### config.mk
export PLATFORM = sky130hd
export DESIGN_NAME = sync_fifo
export DESIGN_NICKNAME = d
export VERILOG_FILES = /design/src/rtl/fifo_pkg.sv /design/src/rtl/fifo_ram.sv /design/src/rtl/sync_fifo.sv
export SDC_FILE = /design/constraint.sdc
export NUM_CORES = 1
export LEC_CHECK = 0
export CAP_MARGIN = 40
export CORE_ASPECT_RATIO = 0.75
export CORE_UTILIZATION = 40
export CTS_CLUSTER_SIZE = 8
export DETAILED_ROUTE_END_ITERATION = 16
export RECOVER_POWER = 50
export SLEW_MARGIN = 20
export SYNTH_ARGS = -nofsm -noshare
export SYNTH_HDL_FRONTEND = slang
export SYNTH_SLANG_ARGS = --single-unit
### constraint.sdc
create_clock -name clk -period 11.7 [get_ports clk]
set_clock_uncertainty 0.2 [all_clocks]
set_input_delay 3.51 -clock clk [delete_from_list [all_inputs] [get_ports clk]]
set_output_delay 3.51 -clock clk [all_outputs]
set_load 0.01 [all_outputs]
### src/rtl/fifo_pkg.sv
// Shared types and helpers for the crossbar FIFOs: pointer/count width and a common status bundle.
package fifo_pkg;

  typedef struct packed {
    logic full;
    logic empty;
    logic almost_full;
    logic almost_empty;
  } fifo_status_t;

  // Pointers and the occupancy count carry one extra bit so DEPTH itself is representable.
  function automatic int ptr_width(input int addr_size);
    return addr_size + 1;
  endfunction

endpackage

### src/rtl/fifo_ram.sv
// DEPTH x DATA_SIZE storage: synchronous write with enable, combinational read.
// Latency: a write lands on the clock edge, so the word is readable in the following cycle.
module fifo_ram #(
  parameter int DATA_SIZE = 32,
  parameter int ADDR_SIZE = 3
) (
  input  logic                 clk,
  input  logic                 we,
  input  logic [ADDR_SIZE-1:0] waddr,
  input  logic [DATA_SIZE-1:0] wdata,
  input  logic [ADDR_SIZE-1:0] raddr,
  output logic [DATA_SIZE-1:0] rdata
);

  logic [DATA_SIZE-1:0] mem [(1<<ADDR_SIZE)];

  always_ff @(posedge clk) begin
    if (we) mem[waddr] <= wdata;
  end

  assign rdata = mem[raddr];

endmodule

### src/rtl/sync_fifo.sv
// Single-clock show-ahead FIFO: head word on pop_data with zero latency; push refused when full, no push-through.
// Optional SYNC_FIFO_ERR_EN adds sticky overflow/underflow flags for refused requests.
module sync_fifo
  import fifo_pkg::*;
#(
  parameter int DATA_SIZE = 32,
  parameter int ADDR_SIZE = 3,
  parameter int AFULL_TH  = (1 << ADDR_SIZE) - 1,
  parameter int AEMPTY_TH = 1
) (
  input  logic                   clk,
  input  logic                   rst,
  input  logic                   push_valid,
  output logic                   push_ready,
  input  logic [DATA_SIZE-1:0]   push_data,
  output logic                   pop_valid,
  input  logic                   pop_ready,
  output logic [DATA_SIZE-1:0]   pop_data,
  output logic [ADDR_SIZE:0]     count,
  output logic                   almost_full,
  output logic                   almost_empty
`ifdef SYNC_FIFO_ERR_EN
  ,
  output logic                   overflow,
  output logic                   underflow
`endif
);

  localparam int PW = ptr_width(ADDR_SIZE);
  localparam logic [PW-1:0] AFULL_C  = PW'(AFULL_TH);
  localparam logic [PW-1:0] AEMPTY_C = PW'(AEMPTY_TH);

  logic [PW-1:0] wptr, rptr, cnt;
  fifo_status_t  st;
  logic          push_fire, pop_fire;

  // Full/empty come from the wrap bit of the pointers; they track cnt == DEPTH / cnt == 0 exactly.
  always_comb begin
    st              = '0;
    st.empty        = (wptr == rptr);
    st.full         = (wptr == {~rptr[PW-1], rptr[PW-2:0]});
    st.almost_full  = (cnt >= AFULL_C);
    st.almost_empty = (cnt <= AEMPTY_C);
  end

  assign push_ready   = !st.full;
  assign pop_valid    = !st.empty;
  assign almost_full  = st.almost_full;
  assign almost_empty = st.almost_empty;
  assign count        = cnt;

  assign push_fire = push_valid && push_ready;
  assign pop_fire  = pop_valid && pop_ready;

  always_ff @(posedge clk or posedge rst) begin
    if (rst) begin
      wptr <= '0;
      rptr <= '0;
      cnt  <= '0;
    end else begin
      if (push_fire) wptr <= wptr + 1'b1;
      if (pop_fire)  rptr <= rptr + 1'b1;
      case ({push_fire, pop_fire})
        2'b10:   cnt <= cnt + 1'b1;
        2'b01:   cnt <= cnt - 1'b1;
        default: cnt <= cnt;
      endcase
    end
  end

`ifdef SYNC_FIFO_ERR_EN
  always_ff @(posedge clk or posedge rst) begin
    if (rst) begin
      overflow  <= 1'b0;
      underflow <= 1'b0;
    end else begin
      if (push_valid && !push_ready) overflow  <= 1'b1;
      if (pop_ready && !pop_valid)   underflow <= 1'b1;
    end
  end
`endif

  fifo_ram #(
    .DATA_SIZE (DATA_SIZE),
    .ADDR_SIZE (ADDR_SIZE)
  ) u_ram (
    .clk   (clk),
    .we    (push_fire),
    .waddr (wptr[ADDR_SIZE-1:0]),
    .wdata (push_data),
    .raddr (rptr[ADDR_SIZE-1:0]),
    .rdata (pop_data)
  );

endmodule

==> run summary <==
The number of failing hold endpoints at the final stage is 0, and the mean instance size in the synthesized netlist is 23.4 µm². Setup repair after global routing left no endpoint under its margin. The post-layout minimum cycle time was 7330 ps; the standard-cell row count was 51. Type of the tightest min-delay check: reg2reg. The Yosys step of the flow raised 0 warnings. In the final routed layout, each cell accounts on average for 22.1 µm. The maximum VDD drop was 0.000133 V. The tools report the detailed placer's ending HPWL as 11000 µm.

No sink is reached through more buffers than the 3 on the longest clock path. First-pass iteration count of the detailed router: 4. STA classifies the critical path endpoint as an output port. In this run, post-CTS hold repair placed 0 buffers. The cell area that synthesis handed to floorplanning was 10700 µm². The number of flip-flops and latches in the synthesized netlist is 268.

Number of flops mapped to enable cells by yosys: 256. The clock-pin slew reported for the worst setup and hold paths after clock tree synthesis was 50 ps. During placement, the flow inserted port buffers numbering 75.

The final-report max-slew violation count was 0. The largest fanout on the critical path came out at 36. The residual antenna-violating net count after detailed routing came out at 0. After synthesis, the share of flip-flops with an asynchronous set or reset is 4.48%. The final weighted congestion in routability-driven placement was 0.739. Initial antenna violation count: 1. The critical path required time is 7990 ps.

The effective utilization at floorplan came out at 40.9%. The number of setup buffers added after CTS is 0. The number of cells traversed by the worst hold path is 1, and the number of nets in the finished design is 608.

TritonCTS built the clock tree. The total overflow left after global routing is 0. The tools report the post-cts sizing count as 0. The register area share after synthesis came out at 74.7%.

The run finished with clean final reports. Clock tree synthesis inserted a total of 39 buffers. From bottom edge to top edge, the die measures 144 µm. The first-iteration detailed-routing DRC count was 319.

Setup slack after layout: 4370 ps. Sorting the synthesized cells by how often they occur yields 256 x sky130_fd_sc_hd__edfxtp_1, 58 x sky130_fd_sc_hd__mux4_2, 27 x sky130_fd_sc_hd__mux2_4. Headroom to the max-slew limit came out at 23.5%. Distinct cell type count after synthesis: 42. The cell taking the most area after synthesis was sky130_fd_sc_hd__edfxtp_1. For hold timing, the worst endpoint is count[3]$_DFFE_PP0P_. The area growth from synthesis to layout is 21.1%. Global routing consumed, over all layers together, 15.8% of the routing resources.

The cell with the most instances after synthesis is sky130_fd_sc_hd__edfxtp_1. The overall die area was 27400 µm². Wire length of the first global-routing pass: 31600 µm. In this run the register-to-register setup slack is 7490 ps. The tools report the worst-skew pair later-pin latency as 500 ps. The worst setup path is launched from a register. Derived from the worst setup path, the maximum achievable clock frequency is 136 MHz. In the synthesized netlist the dominant register cell turns out to be sky130_fd_sc_hd__edfxtp_1. For the remaining routing DRC violations, the log shows 0. Sorting the synthesized cells by area gives the leading types as sky130_fd_sc_hd__edfxtp_1 72%, sky130_fd_sc_hd__mux4_2 12%, sky130_fd_sc_hd__mux2_4 3.8%. For the number of nets produced by synthesis, the log shows 499. The run gives 0.00426 µW as the reported leakage power. The via count of the first global-routing pass was 5208; the gate count of the mapped netlist was 457. The die is 191 µm wide.

For this design, the sink count on the clock tree is 268. Of the post-synthesis cell area, the dominant cell type holds 71.9%. The logs give 3450 µW for the overall power and 4796 for the total via count after detailed routing.

The endpoint identified for the worst register-to-register timing path is count[3]$_DFFE_PP0P_. Counting cells, the worst reg-to-reg path comes to 7. The logs give 0 ps for the sum of negative setup slack and 26100 µm² for the placeable core region. The tool flagged a number of max-cap violations equal to 0. The CTS H-tree depth was 2. In the final layout, the share of cells above drive strength 1 is 27.8%. After detailed routing, the number of vias per cell comes to 5.17. Largest net degree at the start of global routing: 50. Dividing total power by cell area gives a power density of 267 nW/µm². The tools report the launching point of the worst reg2reg path as rptr[0]$_DFFE_PP0P_.

The sum of routed wire length over all layers was 20500 µm; the number of setup violations in the final report was 0. Timing analysis after detailed placement gives a worst setup slack of 4600 ps. At the pin with the least slew margin, the transition time is 1150 ps. The worst path arrival time was 3620 ps.

Dividing the final minimum period by the clock period gives 62.7%. The tree is rooted in a sky130_fd_sc_hd__clkbuf_16. The beginning of the worst hold path was count[3]$_DFFE_PP0P_. In this run the count of I/O pins placed on the die edge is 76. Critical path class: reg2out.
routing by layer:
layer  track usage (%)  share of wire, %  up-vias  routed length (µm)
li1                  -                 -     2143                   -
met1              21.3                45     2534                9250
met2              25.9                49       92               10100
met3              3.54               4.5       27                 921
met4              4.17               1.5        0                 305
met5                 0                 0        -                   0
how the worst max path moves through the flow:
stage	start	endpoint	slack, ps	depth (start not counted)
4_1_cts	rptr[0]$_DFFE_PP0P_	push_ready	4090	5
3_5_place_dp	rptr[0]$_DFFE_PP0P_	push_ready	4600	5
3_3_place_gp	rptr[0]$_DFFE_PP0P_	push_ready	4680	5
5_1_grt	rptr[0]$_DFFE_PP0P_	push_ready	4000	5
6_report	rptr[0]$_DFFE_PP0P_	push_ready	4370	5
2_1_floorplan	push_valid	u_ram.mem[4][0]$_DFFE_PP_	4340	2
metrics by stage:
step	area (µm²)	hold slack [ps]	std cells	util [%]
5_1_grt	12900	357	926	49.6
3_3_place_gp	11800	314	866	45.4
6_report	12900	325	928	49.6
4_1_cts	13000	324	924	49.6
3_5_place_dp	11900	319	867	45.5
2_1_floorplan	10700	342	457	-
cells in the final DEF (no fill, tap or decap), drive strengths merged, types with 2 or more instances in the layout:
| master | instances |
|---|---|
| buf | 13 |
| o41ai | 5 |
| edfxtp | 256 |
| and4 | 2 |
| xnor2 | 7 |
| clkbuf | 58 |
| clkdlybuf4s50 | 40 |
| nor3 | 4 |
| nor4 | 2 |
| inv | 7 |
| o311ai | 4 |
| diode | 2 |
| nor2 | 6 |
| nand4 | 2 |
| dlygate4sd3 | 35 |
| mux2 | 34 |
| ha | 6 |
| nand2 | 5 |
| mux4 | 64 |
| and2 | 2 |
| xor2 | 6 |
| nand2b | 2 |
| dfrtp | 12 |
where the power goes:
group / switching, µW / internal, µW
Clock: 365 / 629
Sequential: 107 / 1220
Combinational: 503 / 628
Total: 974 / 2480
area by class of cell:
class                           instances  area (µm²)
Antenna cell                            2        5.00
Multi-Input combinational cell        160        2500
Fill cell                            2100       13200
Clock buffer                           56        1080
Clock inverter                          1        5.00
Tap cell                              344         430
Sequential cell                       268        8000
Timing Repair Buffer                   90         890
Inverter                                7        26.3
critical path: stages, from the launching register on:
cell and delay [ps]:
sky130_fd_sc_hd__dfrtp_4 840, sky130_fd_sc_hd__buf_4 700, sky130_fd_sc_hd__xor2_2 300, sky130_fd_sc_hd__nor4_2 590
sky130_fd_sc_hd__inv_1 140, sky130_fd_sc_hd__clkdlybuf4s50_1 530
sequential cells by signal, summed over array words and instances, names as in the netlist:
signal,count
u_ram.mem,256
count,4
rptr,4
wptr,4
kinds of logic (layout without fill, tap and decap cells):
family	Yosys count	after routing	synth area share, %
xor gates and xnor gates	13	13	1.38
other	0	2	0
DFF	268	268	74.7
AOI/OAI and AO/OA	12	12	1.32
and+or+nand+nor	30	30	1.62
muxes	99	99	18.3
buffers and inverters	29	154	1.91
adders and majority gates	6	6	0.702
Power figures use the tool's default switching activity.
